==> src/rtl/pc_sequencer.sv <==
// Fetch/issue sequencer that drives the next-PC value of an external ProgramCounter.
// It handles fetch handshakes with a timeout, decode stalls, jump/branch redirects and traps.
module pc_sequencer #(
  parameter logic [31:0] RESET_VECTOR = 32'h0000_0000,
  parameter logic [31:0] TRAP_VECTOR  = 32'h0000_0100,
  parameter int unsigned MAX_WAIT     = 8
) (
  input  logic        clk,
  input  logic        reset,
  input  logic [31:0] PC,
  output logic [31:0] PCNext,
  output logic        imem_req,
  input  logic        imem_ack,
  output logic        instr_valid,
  input  logic        stall,
  input  logic        jump,
  input  logic [31:0] jump_target,
  input  logic        branch_taken,
  input  logic [31:0] branch_target,
  input  logic        trap_req,
  output logic        trap_active,
  output logic [1:0]  trap_cause,
  output logic [31:0] trap_pc
);

  typedef enum logic [2:0] {
    ST_BOOT  = 3'd0,
    ST_FETCH = 3'd1,
    ST_WAIT  = 3'd2,
    ST_ISSUE = 3'd3,
    ST_TRAP  = 3'd4
  } state_t;

  localparam logic [7:0] MAX_WAIT_C   = 8'(MAX_WAIT);
  localparam logic [1:0] CAUSE_EXT    = 2'b01;
  localparam logic [1:0] CAUSE_ALIGN  = 2'b10;
  localparam logic [1:0] CAUSE_TMOUT  = 2'b11;

  state_t      state_q, state_d;
  logic [7:0]  wait_cnt_q, wait_cnt_d;
  logic [1:0]  trap_cause_q, trap_cause_d;
  logic [31:0] trap_pc_q, trap_pc_d;

  logic [31:0] pc_next_s;
  logic        imem_req_s;
  logic        instr_valid_s;
  logic        trap_active_s;
  logic        redir_sel_s;
  logic [31:0] redir_tgt_s;
  logic        redir_misaligned_s;

  // Jump outranks branch when both are asserted.
  assign redir_sel_s        = jump | branch_taken;
  assign redir_tgt_s        = jump ? jump_target : branch_target;
  assign redir_misaligned_s = |redir_tgt_s[1:0];

  // Next-state, trap capture and output decode.
  always_comb begin
    state_d       = state_q;
    wait_cnt_d    = wait_cnt_q;
    trap_cause_d  = trap_cause_q;
    trap_pc_d     = trap_pc_q;
    pc_next_s     = PC;
    imem_req_s    = 1'b0;
    instr_valid_s = 1'b0;
    trap_active_s = 1'b0;
    if (reset) begin
      state_d      = ST_BOOT;
      wait_cnt_d   = 8'd0;
      trap_cause_d = 2'b00;
      trap_pc_d    = 32'h0000_0000;
      pc_next_s    = RESET_VECTOR;
    end else begin
      case (state_q)
        ST_BOOT: begin
          pc_next_s = RESET_VECTOR;
          state_d   = ST_FETCH;
        end
        ST_FETCH: begin
          imem_req_s = 1'b1;
          if (imem_ack) begin
            state_d = ST_ISSUE;
          end else begin
            state_d    = ST_WAIT;
            wait_cnt_d = 8'd1;
          end
        end
        ST_WAIT: begin
          imem_req_s = 1'b1;
          if (imem_ack) begin
            state_d = ST_ISSUE;
          end else if (wait_cnt_q == MAX_WAIT_C) begin
            state_d      = ST_TRAP;
            trap_cause_d = CAUSE_TMOUT;
            trap_pc_d    = PC;
          end else begin
            wait_cnt_d = wait_cnt_q + 8'd1;
          end
        end
        ST_ISSUE: begin
          instr_valid_s = 1'b1;
          if (stall) begin
            state_d = ST_ISSUE;
          end else if (trap_req) begin
            state_d      = ST_TRAP;
            trap_cause_d = CAUSE_EXT;
            trap_pc_d    = PC;
          end else if (redir_sel_s) begin
            if (redir_misaligned_s) begin
              state_d      = ST_TRAP;
              trap_cause_d = CAUSE_ALIGN;
              trap_pc_d    = PC;
            end else begin
              pc_next_s = redir_tgt_s;
              state_d   = ST_FETCH;
            end
          end else begin
            pc_next_s = PC + 32'd4;
            state_d   = ST_FETCH;
          end
        end
        ST_TRAP: begin
          pc_next_s     = TRAP_VECTOR;
          trap_active_s = 1'b1;
          state_d       = ST_FETCH;
        end
        default: begin
          pc_next_s = RESET_VECTOR;
          state_d   = ST_BOOT;
        end
      endcase
    end
  end

  // State, wait counter and trap record registers.
  always_ff @(posedge clk) begin
    if (reset) begin
      state_q      <= ST_BOOT;
      wait_cnt_q   <= 8'd0;
      trap_cause_q <= 2'b00;
      trap_pc_q    <= 32'h0000_0000;
    end else begin
      state_q      <= state_d;
      wait_cnt_q   <= wait_cnt_d;
      trap_cause_q <= trap_cause_d;
      trap_pc_q    <= trap_pc_d;
    end
  end

  assign PCNext      = pc_next_s;
  assign imem_req    = imem_req_s;
  assign instr_valid = instr_valid_s;
  assign trap_active = trap_active_s;
  assign trap_cause  = trap_cause_q;
  assign trap_pc     = trap_pc_q;

endmodule
==> config.mk <==
export PLATFORM = sky130hd
export DESIGN_NAME = pc_sequencer
export DESIGN_NICKNAME = d
export VERILOG_FILES = /design/src/rtl/pc_sequencer.sv
export SDC_FILE = /design/constraint.sdc
export NUM_CORES = 1
export LEC_CHECK = 0
export BUFFER_PORTS_ARGS = -buffer_cell sky130_fd_sc_hd__buf_2
export CAP_MARGIN = 20
export CORE_MARGIN = 5
export CORE_UTILIZATION = 52
export CTS_BUF_LIST = sky130_fd_sc_hd__clkbuf_16
export CTS_CLUSTER_SIZE = 16
export DETAILED_ROUTE_END_ITERATION = 10
export PLACE_DENSITY = 0.88
export SETUP_SLACK_MARGIN = 0.4
export SLEW_MARGIN = 40
export SYNTH_ARGS = -nofsm -noshare
export SYNTH_HDL_FRONTEND = slang
export SYNTH_SLANG_ARGS = --single-unit
==> constraint.sdc <==
create_clock -name clk -period 3.3 [get_ports clk]
set_input_delay 0.165 -clock clk [delete_from_list [all_inputs] [get_ports clk]]
set_output_delay 0.165 -clock clk [all_outputs]
set_load 0.1 [all_outputs]
==> results of run 1 <==
per-stage QoR:
step | power, mW | hold WS, ns | worst slack (ns)
2_1_floorplan | 1.30 | 0.261 | 0.233
3_3_place_gp | 1.56 | 0.413 | 0.663
3_5_place_dp | 1.57 | 0.425 | 0.575
4_1_cts | 2.14 | 0.120 | 0.428
5_1_grt | 2.22 | 0.130 | 0.467
6_report | 2.16 | 0.118 | 0.556
cell usage after synthesis, types with 3 or more instances:
| cell type | instances | area (um2) |
|---|---|---|
| and3_1 | 8 | 50.1 |
| nand3_1 | 17 | 85.1 |
| o22a_1 | 3 | 26.3 |
| nor4_1 | 7 | 43.8 |
| and2_1 | 4 | 25.0 |
| ha_1 | 3 | 37.5 |
| nor2_1 | 48 | 180 |
| and4_1 | 3 | 26.3 |
| nand2b_1 | 3 | 18.8 |
| nor3_1 | 6 | 30.0 |
| a211oi_1 | 6 | 45.0 |
| o22ai_1 | 5 | 31.3 |
| o21a_1 | 3 | 22.5 |
| dfxtp_1 | 45 | 901 |
| xor2_1 | 6 | 52.6 |
| clkbuf_1 | 24 | 90.1 |
| o221ai_1 | 3 | 26.3 |
| a32o_1 | 4 | 40.0 |
| nand4_1 | 9 | 56.3 |
| or3_1 | 6 | 37.5 |
| or2_2 | 8 | 50.1 |
| a31oi_1 | 16 | 100 |
| o32ai_1 | 4 | 35.0 |
| inv_1 | 8 | 30.0 |
| mux2i_1 | 20 | 200 |
| a21oi_1 | 56 | 280 |
| buf_4 | 3 | 22.5 |
| mux2_2 | 9 | 101 |
| nand2_1 | 95 | 357 |
| nor2b_1 | 4 | 25.0 |
| buf_2 | 12 | 60.1 |
| o21ai_0 | 33 | 165 |
| nor3b_1 | 4 | 30.0 |
| o211ai_1 | 5 | 37.5 |
final timing paths:
| check | from | to | slack [ns] | cells past startpoint |
|---|---|---|---|---|
| hold reg to reg | trap_pc[10]$_SDFFE_PP0P_ | trap_pc[10]$_SDFFE_PP0P_ | 0.45 | 2 |
| setup reg to reg | state_q[2]$_SDFFE_PP0P_ | trap_pc[2]$_SDFFE_PP0P_ | 0.67 | 5 |
| hold / removal | trap_req | trap_cause[1]$_SDFFE_PP0P_ | 0.12 | 2 |
| setup / recovery | PC[2] | PCNext[20] | 0.56 | 9 |
cell usage in the layout (no fill, tap or decap), types with 4 or more instances in the layout:
cell / count
and3_1: 8
nor3_1: 6
o21ai_0: 29
a21oi_1: 52
or2_2: 7
nand2_1: 95
a31oi_1: 12
buf_4: 22
a32o_2: 4
dfxtp_1: 43
o211ai_1: 5
nand4_1: 9
nor4_1: 7
nand3_1: 17
mux2i_1: 20
a211oi_1: 4
nor2b_1: 4
mux2_2: 9
nor2_1: 44
clkbuf_16: 5
inv_1: 8
o32ai_1: 4
buf_12: 9
xor2_1: 6
or3_1: 4
buf_2: 155
registers in the layout, indices dropped and copies added (netlist names):
name        flops
state_q         3
trap_cause      2
wait_cnt_q      8
trap_pc        32
cells by family after synthesis:
logic type | synth area share (%)
AO/OA/AOI/OAI | 28.7
XOR/XNOR | 1.87
adder cells (fa/ha/maj) | 1.00
buffers and inverters | 5.51
flip-flops | 24.0
multiplexers | 8.04
AND/OR/NAND/NOR | 30.8
area by class of cell:
type                    count  area [um2]  share of cell area, %
flip-flops and latches     45         903                   17.4
repair buffers            187        1130                   21.8
clock inverters             2        35.0                  0.675
inverters                   9        33.8                  0.651
clock buffers               5         125                   2.41
multi-input cells         446        2840                   54.7
well taps                  99         124                   2.39
power by group through the flow:
stage	clock [mW]	sequential [mW]	combinational, mW
4_1_cts	0.571	0.580	0.985
3_5_place_dp	0	0.591	0.978
3_3_place_gp	0	0.589	0.968
6_report	0.573	0.581	1.00
2_1_floorplan	0	0.665	0.630
5_1_grt	0.595	0.585	1.04
layer usage:
metal / vias up / global-route usage (%)
li1: 2291 / -
met1: 2350 / 42.8
met2: 361 / 57.3
met3: 60 / 6.22
met4: 0 / 13.7
met5: - / 0
timing repair:
action,in CTS,in global routing
setup endpoints to repair,12,28
pin swaps,0,0
resized for setup,7,5
setup buffers,0,0
==> flow_metrics.env, run 1 <==
export IMPL_synthDistinctLibCells=68
export IMPL_io_buffers=171
export IMPL_start_util_pct=52.5
export IMPL_cts_tree="built"
export IMPL_drv_slew=0
export IMPL_seq_power_share_pct=26.9
export IMPL_cts_clk_slew_worst_paths_ns=0.07
export IMPL_p_sw_mw=0.975
export IMPL_fin_util_pct=72.7
export IMPL_rows=31
export IMPL_cts_sinks=45
export IMPL_combPwrFrac_pct=46.5
export IMPL_clockRootBuffer="clkbuf_16"
export IMPL_intPower_mw=1.18
export IMPL_final_cells=793
export IMPL_place_congestion=0.985
export IMPL_worstPathArrival_ns=2.58
export IMPL_syn_to_final_growth_pct=38.4
export IMPL_clockBufferDepth=2
export IMPL_grt_pass1_wl_um=24200
export IMPL_highest_layer="met4"
export IMPL_worst_setup_path_start_kind="primary input"
export IMPL_hold_viol=0
export IMPL_ioPinCount=172
export IMPL_grt_pass1_vias=4821
export IMPL_place_area_um2=4990
export IMPL_critPathCaptureType="output port"
export IMPL_finalClockSkew_ns=0.00441
export IMPL_critPathSlowestCell="nor2_1"
export IMPL_p_clk_share_pct=26.6
export IMPL_worst_path_buf_inv=2
export IMPL_ys_ff_latch=45
export IMPL_syn_area_um2=3750
export IMPL_die_x_um=94.9
export IMPL_timing_fmax_ghz=0.364
export IMPL_synth_edff_count=0
export IMPL_ir_drop_mv=0.334
export IMPL_synth_cells=539
export IMPL_hold_buffers=0
export IMPL_design_core_area_um2=7140
export IMPL_synth_nets=645
export IMPL_grt_usage_pct=34.1
export IMPL_dr_first_iter_drc_count=523
export IMPL_routed_wl_met3_um=1960
export IMPL_slowest_delay_ns=0.43
export IMPL_finalCritPeriodShare_pct=83.2
export IMPL_drive_gt1_share_pct=36.0
export IMPL_grt_max_degree=34
export IMPL_relSlewSlack_pct=52.2
export IMPL_dr_wl_met2_um=7640
export IMPL_crit_chain="buf_2 > ha_1 > nand3_1 > nor2_1 > and3_1 > mux2_2 > a222oi_1 > a211oi_4 > buf_2"
export IMPL_routedWlPerCell_um=20.0
export IMPL_cts_buffers_inserted=5
export IMPL_worstSkewPairLatency_ns=0.29
export IMPL_worstMarginPinSlew_ns=0.715
export IMPL_crit_required_ns=3.13
export IMPL_synthArstFlopShare_pct=0
export IMPL_cts_htree_levels=2
export IMPL_antenna_found_initial=0
export IMPL_vias=5062
export IMPL_leakage_nw=2.20
export IMPL_switching_share_pct=45.2
export IMPL_hp_class="in -> reg"
export IMPL_synthFlopType="dfxtp_1"
export IMPL_crit_family="simple AND/OR/NAND/NOR gates"
export IMPL_worstPathMaxFanout=7
export IMPL_setup_viol_count_final=0
export IMPL_yosys_warnings=0
export IMPL_wl_met1_um=5750
export IMPL_routed_wl_um=15800
export IMPL_powerDensity_nw_per_um2=416
export IMPL_path_class="in -> out"
export IMPL_fillerInstances=608
export IMPL_maxCapViolations=0
export IMPL_via_per_inst=6.38
export IMPL_final_area_um2=5190
export IMPL_dr_pass1_iters=6
export IMPL_rsz0062_at_grt="false"
export IMPL_nets=800
export IMPL_dieArea_um2=9010
export IMPL_die_h_um=94.9
export IMPL_cp_common_cell="buf_2"
export IMPL_hpwl_um=12200
export IMPL_ant_nets=0
export IMPL_drc=0
export IMPL_dp_cells=786
export IMPL_fin_crit_ns=2.74
export IMPL_grt_remaining_overflow=0
export IMPL_syn_area_per_cell_um2=6.95
export IMPL_outcome="finished clean"
export IMPL_tns_ns=0
export IMPL_ys_seq_area_share_pct=24.0
export IMPL_diodes=0
Note: power is estimated with default switching activity, not from simulation.
==> run 2: changes to the inputs <==
--- a/config.mk
+++ b/config.mk
@@ -5,14 +5,15 @@
 export SDC_FILE = /design/constraint.sdc
 export NUM_CORES = 1
 export LEC_CHECK = 0
+export ABC_AREA = 1
 export BUFFER_PORTS_ARGS = -buffer_cell sky130_fd_sc_hd__buf_2
 export CAP_MARGIN = 20
 export CORE_MARGIN = 5
-export CORE_UTILIZATION = 52
+export CORE_UTILIZATION = 45
 export CTS_BUF_LIST = sky130_fd_sc_hd__clkbuf_16
 export CTS_CLUSTER_SIZE = 16
 export DETAILED_ROUTE_END_ITERATION = 10
-export PLACE_DENSITY = 0.88
+export PLACE_DENSITY = 0.78
 export SETUP_SLACK_MARGIN = 0.4
 export SLEW_MARGIN = 40
 export SYNTH_ARGS = -nofsm -noshare
==> constraint.sdc (replaced) <==
create_clock -name clk -period 2.3 [get_ports clk]
set_input_delay 0.115 -clock clk [delete_from_list [all_inputs] [get_ports clk]]
set_output_delay 0.115 -clock clk [all_outputs]
set_load 0.1 [all_outputs]
==> flow_metrics.env, run 2 <==
export IMPL_outcome="finished clean"
export IMPL_finalCritPeriodShare_pct=88.4
export IMPL_critPathCaptureType="output port"
export IMPL_grt_pass1_vias=5439
export IMPL_synthDistinctLibCells=42
export IMPL_rsz0062_at_grt="true"
export IMPL_powerDensity_nw_per_um2=646
export IMPL_antenna_found_initial=0
export IMPL_worstPathMaxFanout=7
export IMPL_ant_nets=0
export IMPL_cts_sinks=45
export IMPL_finalClockSkew_ns=0.00434
export IMPL_cts_clk_slew_worst_paths_ns=0.07
export IMPL_ioPinCount=172
export IMPL_rows=35
export IMPL_layout_commonest_cell="nand2_1"
export IMPL_via_per_inst=5.60
export IMPL_crit_required_ns=2.18
export IMPL_crit_cells=9
export IMPL_routed_wl_um=18800
export IMPL_yosys_warnings=0
export IMPL_setup_viol_count_final=0
export IMPL_synthArstFlopShare_pct=0
export IMPL_drc=0
export IMPL_fillerInstances=737
export IMPL_worst_setup_path_start_kind="flop"
export IMPL_worstPathArrival_ns=1.92
export IMPL_mostFrequentLayoutCells="nand2_1, buf_2, inv_1, nor2_1, o21ai_0"
export IMPL_routedWlPerCell_um=17.3
export IMPL_leakage_nw=2.89
export IMPL_clockBufferDepth=2
export IMPL_reg2reg_depth=10
export IMPL_dieArea_um2=11700
export IMPL_hpwl_um=12600
export IMPL_place_congestion=0.934
export IMPL_synth_cells=771
export IMPL_synth_top_area_share_pct=20.8
export IMPL_path_class="reg -> out"
export IMPL_regArea_um2=911
export IMPL_multi_input_area_um2=3470
export IMPL_grt_max_degree=55
export IMPL_slowest_delay_ns=0.36
export IMPL_worstSetupStartpoint="state_q[1]$_SDFFE_PP0P_"
export IMPL_fin_crit_ns=2.03
export IMPL_synthFlopType="dfxtp_1"
export IMPL_drive_gt1_share_pct=37.1
export IMPL_yosysMostFrequentCell="nand2_1"
export IMPL_r2r_slack_ns=0.38
export IMPL_largest_reg_flops=32
export IMPL_dr_pass1_iters=5
export IMPL_dp_cells=1049
export IMPL_hold_depth=3
export IMPL_dpl_worst_slack_ns=0.171
export IMPL_die_x_um=108
export IMPL_diodes=0
export IMPL_syn_area_per_cell_um2=5.61
export IMPL_synth_edff_count=0
export IMPL_crit_chain="inv_2 > nand3_4 > nand2_4 > buf_12 > clkinvlp_4 > o21ai_2 > nand2_2 > a21oi_4 > buf_12"
export IMPL_timing_fmax_ghz=0.492
export IMPL_worst_path_buf_inv=4
export IMPL_cp_common_cell="buf_12"
export IMPL_synth_nets=877
export IMPL_cts_tree="built"
export IMPL_syn_area_um2=4330
export IMPL_dr_first_iter_drc_count=673
export IMPL_syn_to_final_growth_pct=58.1
export IMPL_grt_remaining_overflow=0
export IMPL_cts_buffers_inserted=5
export IMPL_start_util_pct=46.4
export IMPL_r2r_end="wait_cnt_q[5]$_SDFFE_PP0P_"
export IMPL_fin_ws_ns=0.268
export IMPL_nets=1063
export IMPL_grt_pass1_wl_um=26900
export IMPL_io_buffers=171
export IMPL_hold_viol=0
export IMPL_design_core_area_um2=9330
export IMPL_drv_slew=0
export IMPL_hp_class="in -> reg"
export IMPL_yosys_top_cells_count="nand2_1, nor2_1, a21oi_1"
export IMPL_grt_usage_pct=28.5
export IMPL_vias=6092
export IMPL_ys_ff_latch=45
export IMPL_relSlewSlack_pct=56.2
export IMPL_maxCapViolations=0
export IMPL_timing_rr_start="state_q[1]$_SDFFE_PP0P_"
export IMPL_crit_family="buffers and inverters"
export IMPL_worstMarginPinSlew_ns=0.657
export IMPL_worstSkewPairLatency_ns=0.29
export IMPL_yosys_area_top_type="dfxtp_1"
export IMPL_final_cells=1087
export IMPL_ir_drop_mv=0.375
export IMPL_synth_area_leaders="dfxtp_1, nand2_1, a21oi_1, o21ai_0, nor2_1"
export IMPL_ys_seq_area_share_pct=20.8
export IMPL_clockRootBuffer="clkbuf_16"
export IMPL_die_h_um=108
export IMPL_critPathSlowestCell="dfxtp_2"
export IMPL_cts_htree_levels=2
export IMPL_endpoint="PCNext[4]"
==> run 2: cell count changes after synthesis, sizes merged, moves of 14 or more <==
cell   before  now
inv         8   87
nor3        6   20
nor2       49   99
o21ai      33   85
a21oi      56   91
nand2      95  238
==> run 2: power by group <==
part | total (mW) | leakage [nW] | internal (mW) | switching [mW]
combinational | 2.78 | 2.46 | 0.839 | 1.94
sequential | 0.910 | 0.367 | 0.859 | 0.0510
clock | 0.734 | 0.0702 | 0.405 | 0.329
total | 4.42 | 2.89 | 2.10 | 2.32
==> run 2: how the worst min path moves through the flow <==
stage                     startpoint                         end  slack [ns]
after floorplan                reset  wait_cnt_q[3]$_SDFFE_PP0P_        0.28
final                          PC[0]     trap_pc[0]$_SDFFE_PP0P_        0.12
after global routing           PC[1]     trap_pc[1]$_SDFFE_PP0P_        0.15
after detailed placement       PC[1]     trap_pc[1]$_SDFFE_PP0P_        0.43
after CTS                      PC[1]     trap_pc[1]$_SDFFE_PP0P_        0.13
after global placement         PC[1]     trap_pc[1]$_SDFFE_PP0P_        0.41
==> run 2: what timing repair did <==
| item | CTS | global route |
|---|---|---|
| setup endpoints to repair | 44 | 62 |
| hold buffers | 0 | 0 |
| pin swaps | 12 | 26 |
| gates cloned | 1 | 2 |
| resized for setup | 39 | 82 |
| buffers inserted | 9 | 18 |
==> run 2: cells by family (layout without fill, tap and decap cells) <==
| family | after synthesis | after routing | share of synthesized area, % |
|---|---|---|---|
| AO/OA/AOI/OAI | 190 | 190 | 23.3 |
| XOR/XNOR | 4 | 4 | 0.810 |
| adder cells (fa/ha/maj) | 3 | 3 | 0.868 |
| buffers and inverters | 124 | 311 | 12.4 |
| flip-flops | 45 | 45 | 20.8 |
| multiplexers | 7 | 7 | 1.62 |
| AND/OR/NAND/NOR | 398 | 398 | 40.1 |
==> run 2: through the flow <==
step / cell area [um2] / total power, mW / util [%] / hold slack, ns / setup TNS [ns]
floorplan: 4650 / 2.65 / - / 0.284 / -0.295
detailed placement: 5980 / 3.31 / 64.1 / 0.426 / 0
CTS: 6370 / 4.20 / 68.3 / 0.129 / 0
global route: 6840 / 4.56 / 73.3 / 0.149 / 0
finish: 6840 / 4.42 / 73.3 / 0.122 / 0
global placement: 5980 / 3.29 / 64.1 / 0.405 / 0
==> run 2: final cells by class <==
| cell class | count | share of cell area, % |
|---|---|---|
| timing repair buffer | 215 | 26.4 |
| clock buffer | 5 | 1.83 |
| inverter | 88 | 5.05 |
| clock inverter | 3 | 0.311 |
| tap | 129 | 2.36 |
| sequential | 45 | 13.3 |
| multi-input combinational | 602 | 50.8 |
==> run 2: tightest hold or removal path: stages <==
cell and delay, ns:
buf_2 0.09, o21ai_0 0.07, a21oi_1 0.10
==> run 2: metal layers <==
metal  global-route usage (%)  share of wire [%]  vias up
met1                     37.2                 39     2710
met4                     9.92                3.8        0
met2                     46.4                 45      434
met5                        0                  0        -
li1                         -                  -     2866
met3                     6.33                 12       82
==> run 3: changes to the inputs <==
--- a/config.mk
+++ b/config.mk
@@ -5,15 +5,14 @@
 export SDC_FILE = /design/constraint.sdc
 export NUM_CORES = 1
 export LEC_CHECK = 0
-export ABC_AREA = 1
 export BUFFER_PORTS_ARGS = -buffer_cell sky130_fd_sc_hd__buf_2
 export CAP_MARGIN = 20
 export CORE_MARGIN = 5
-export CORE_UTILIZATION = 45
+export CORE_UTILIZATION = 43
 export CTS_BUF_LIST = sky130_fd_sc_hd__clkbuf_16
 export CTS_CLUSTER_SIZE = 16
 export DETAILED_ROUTE_END_ITERATION = 10
-export PLACE_DENSITY = 0.78
+export PLACE_DENSITY = 0.77
 export SETUP_SLACK_MARGIN = 0.4
 export SLEW_MARGIN = 40
 export SYNTH_ARGS = -nofsm -noshare
==> constraint.sdc (replaced) <==
create_clock -name clk -period 2.3 [get_ports clk]
set_input_delay 0.46 -clock clk [delete_from_list [all_inputs] [get_ports clk]]
set_output_delay 0.46 -clock clk [all_outputs]
set_load 0.1 [all_outputs]
==> flow_metrics.env, run 3 <==
export IMPL_syn_area_um2=3750
export IMPL_synth_area_leaders="dfxtp_1, nand2_1, a21oi_1, mux2i_1, nor2_1"
export IMPL_dp_cells=930
export IMPL_endpoint_type="top-level output"
export IMPL_grt_max_degree=40
export IMPL_ioPinCount=172
export IMPL_clockRootBuffer="clkbuf_16"
export IMPL_synth_top_area_share_pct=24.0
export IMPL_die_h_um=103
export IMPL_hold_buffers=0
export IMPL_io_buffers=171
export IMPL_synthFlopType="dfxtp_1"
export IMPL_die_x_um=103
export IMPL_rows=34
export IMPL_grt_remaining_overflow=625
export IMPL_hpwl_um=14700
export IMPL_cts_htree_levels=2
export IMPL_yosys_warnings=0
export IMPL_synthArstFlopShare_pct=0
export IMPL_yosys_area_top_type="dfxtp_1"
export IMPL_postGrtWorstEndpoint="PCNext[20]"
export IMPL_clockBufferDepth=2
export IMPL_synthDistinctLibCells=68
export IMPL_outcome="aborted with a tool error"
export IMPL_ys_ff_latch=45
export IMPL_yosysMostFrequentCell="nand2_1"
export IMPL_place_congestion=0.976
export IMPL_ys_seq_area_share_pct=24.0
export IMPL_start_util_pct=43.6
export IMPL_stop_stage="5_1_grt"
export IMPL_error_line="[ERROR GRT-0232] Routing congestion too high. Check the congestion heatmap in the GUI."
export IMPL_syn_area_per_cell_um2=6.95
export IMPL_cts_sinks=45
export IMPL_synth_edff_count=0
export IMPL_yosys_top_cells_count="nand2_1, a21oi_1, nor2_1"
export IMPL_grt_usage_pct=91.1
export IMPL_synth_cells=539
export IMPL_cts_buffers_inserted=5
export IMPL_synth_nets=645
[run 3: cell count changes after synthesis, sizes merged, moves of 8 or more]
cell	before	now
nor4	0	8
mux2	0	9
a21oi	91	56
nor2	99	49
nand2	238	95
nor3	20	6
a31oi	3	16
and3	0	8
clkbuf	14	24
mux2i	7	20
inv	87	8
nand3	30	17
o21ai	85	33
[run 3: logic make-up after synthesis]
family,after synthesis,share of synthesized area (%)
buffers and inverters,48,5.51
flip-flops,45,24.0
adder cells (fa/ha/maj),3,1.00
multiplexers,29,8.04
AO/OA/AOI/OAI,168,28.7
XOR/XNOR,8,1.87
AND/OR/NAND/NOR,238,30.8
[run 3: routing by layer]
metal,overflow,track usage (%)
met2,426,116
met4,189,109
met1,5,81.9
met5,1,32.2
met3,4,68.5
[run 3: timing repair]
item,CTS
pin swaps,54
resized for setup,168
setup endpoints to repair,70
buffers inserted,27
gates cloned,0
[run 3: through the flow]
step                      setup slack [ns]  instance area (um2)  utilization (%)
after floorplan                     -0.940                 4500                -
after global placement              -0.540                 6720             78.2
after detailed placement            -0.565                 6720             78.2
after CTS                           -0.428                 7770             90.4
==> run 4: changes to the inputs <==
--- a/config.mk
+++ b/config.mk
@@ -8,12 +8,9 @@
 export BUFFER_PORTS_ARGS = -buffer_cell sky130_fd_sc_hd__buf_2
 export CAP_MARGIN = 20
 export CORE_MARGIN = 5
-export CORE_UTILIZATION = 43
-export CTS_BUF_LIST = sky130_fd_sc_hd__clkbuf_16
-export CTS_CLUSTER_SIZE = 16
+export CORE_UTILIZATION = 40
 export DETAILED_ROUTE_END_ITERATION = 10
-export PLACE_DENSITY = 0.77
-export SETUP_SLACK_MARGIN = 0.4
+export PLACE_DENSITY_LB_ADDON = 0.15
 export SLEW_MARGIN = 40
 export SYNTH_ARGS = -nofsm -noshare
 export SYNTH_HDL_FRONTEND = slang
==> constraint.sdc (replaced) <==
create_clock -name clk -period 3 [get_ports clk]
set_input_delay 0.6 -clock clk [delete_from_list [all_inputs] [get_ports clk]]
set_output_delay 0.6 -clock clk [all_outputs]
set_load 0.1 [all_outputs]
==> flow_metrics.env, run 4 (synthesis results as in run 1) <==
export IMPL_ioPinCount=172
export IMPL_intPower_mw=1.26
export IMPL_clockRootBuffer="clkbuf_8"
export IMPL_cts_clk_slew_worst_paths_ns=0.09
export IMPL_finalClockSkew_ns=0.0121
export IMPL_outcome="finished clean"
export IMPL_crit_required_ns=2.40
export IMPL_routedWlPerCell_um=19.7
export IMPL_worstSkewPairLatency_ns=0.31
export IMPL_die_h_um=107
export IMPL_vias=5170
export IMPL_dp_cells=870
export IMPL_worstMarginPinSlew_ns=0.509
export IMPL_hp_class="reg -> reg"
export IMPL_ir_drop_mv=0.264
export IMPL_rsz0062_at_grt="true"
export IMPL_design_core_area_um2=9200
export IMPL_p_sw_mw=1.14
export IMPL_seq_power_share_pct=26.4
export IMPL_antenna_found_initial=0
export IMPL_multi_input_area_um2=3150
export IMPL_drv_slew=0
export IMPL_grt_remaining_overflow=0
export IMPL_dr_pass1_iters=5
export IMPL_cts_htree_levels=2
export IMPL_clockBufferDepth=2
export IMPL_worst_setup_path_start_kind="primary input"
export IMPL_relSlewSlack_pct=66.0
export IMPL_layout_commonest_cell="buf_2"
export IMPL_drive_gt1_share_pct=47.5
export IMPL_leakage_nw=2.63
export IMPL_dpl_worst_slack_ns=-0.0650
export IMPL_combPwrFrac_pct=56.9
export IMPL_nets=878
export IMPL_dr_first_iter_drc_count=315
export IMPL_cts_sinks=45
export IMPL_diodes=0
export IMPL_rows=35
export IMPL_fin_crit_ns=2.96
export IMPL_start_util_pct=40.8
export IMPL_finalCritPeriodShare_pct=98.8
export IMPL_hold_buffers=0
export IMPL_reg2reg_depth=9
export IMPL_cts_buffers_inserted=5
export IMPL_grt_max_degree=40
export IMPL_fin_ws_ns=0.0355
export IMPL_critPathCaptureType="output port"
export IMPL_hpwl_um=13800
export IMPL_worstPathArrival_ns=2.36
export IMPL_hold_depth=2
export IMPL_largest_reg_flops=32
export IMPL_path_class="in -> out"
export IMPL_grt_pass1_vias=4953
export IMPL_dieArea_um2=11400
export IMPL_mostFrequentLayoutCells="buf_2, buf_4, nand2_1, a21oi_1, dfxtp_1"
export IMPL_grt_usage_pct=29.3
export IMPL_die_x_um=107
export IMPL_cts_tree="built"
export IMPL_p_clk_share_pct=16.7
export IMPL_via_per_inst=5.85
export IMPL_worstPathMaxFanout=4
export IMPL_ant_nets=0
export IMPL_hold_viol=0
export IMPL_grt_pass1_wl_um=26600
export IMPL_drc=0
export IMPL_final_cells=884
export IMPL_place_congestion=0.970
export IMPL_maxCapViolations=0
export IMPL_switching_share_pct=47.5
export IMPL_routed_wl_um=17400
export IMPL_regArea_um2=902
export IMPL_timing_fmax_ghz=0.337
export IMPL_io_buffers=171
export IMPL_powerDensity_nw_per_um2=376
export IMPL_syn_to_final_growth_pct=69.9
export IMPL_setup_viol_count_final=0
export IMPL_timing_hold_ws_ns=0.458
export IMPL_fillerInstances=769
-- run 4: stage by stage --
stage | setup TNS, ns | power (mW) | instance area, um2 | util (%)
after floorplan | -2.33 | 1.48 | 4190 | -
after global placement | -0.137 | 1.95 | 6020 | 65.5
after detailed placement | -0.235 | 1.96 | 6020 | 65.5
after CTS | 0 | 2.36 | 6180 | 67.2
after global routing | -0.113 | 2.49 | 6370 | 69.2
final | 0 | 2.39 | 6370 | 69.2
-- run 4: cell type report --
cell class              count  share of cell area [%]
clock inverters             2                   0.236
clock buffers               6                    1.14
well taps                 111                    2.18
repair buffers            265                    32.3
multi-input cells         446                    49.4
flip-flops and latches     45                    14.2
inverters                   9                   0.531
-- run 4: critical path: stages --
cell,delay [ns]
buf_4,0.12
nand4_4,0.14
or4_4,0.52
or4_4,0.43
o21ai_2,0.09
o21ai_2,0.09
a21oi_4,0.17
buf_12,0.19
-- run 4: power groups by stage --
stage	clock, mW	sequential (mW)	combinational (mW)
2_1_floorplan	0	0.731	0.747
3_3_place_gp	0	0.645	1.31
3_5_place_dp	0	0.645	1.31
4_1_cts	0.406	0.632	1.33
5_1_grt	0.435	0.635	1.42
6_report	0.399	0.632	1.36
-- run 4: path summary, 6_finish.rpt --
| check | start | endpoint | slack, ns |
|---|---|---|---|
| worst min-delay path | trap_pc[10]$_SDFFE_PP0P_ | trap_pc[10]$_SDFFE_PP0P_ | 0.46 |
| worst max-delay path | PC[4] | PCNext[17] | 0.04 |
| worst max register to register | wait_cnt_q[0]$_SDFFE_PP0P_ | trap_pc[14]$_SDFFE_PP0P_ | 0.56 |
| worst min register to register | trap_pc[10]$_SDFFE_PP0P_ | trap_pc[10]$_SDFFE_PP0P_ | 0.46 |
-- run 4: layer usage --
metal | track usage (%) | wire length, um | vias up
met3 | 5.78 | 1550 | 42
li1 | - | - | 2450
met4 | 9.13 | 444 | 0
met1 | 39.3 | 7330 | 2394
met2 | 47.5 | 8110 | 284
met5 | 0 | 0 | -
-- run 4: repair_timing --
item	4_1_cts	5_1_grt
gates resized for setup	13	61
pin swaps	9	16
gates cloned	0	0
setup buffers	2	4
endpoints found under the setup margin	8	22
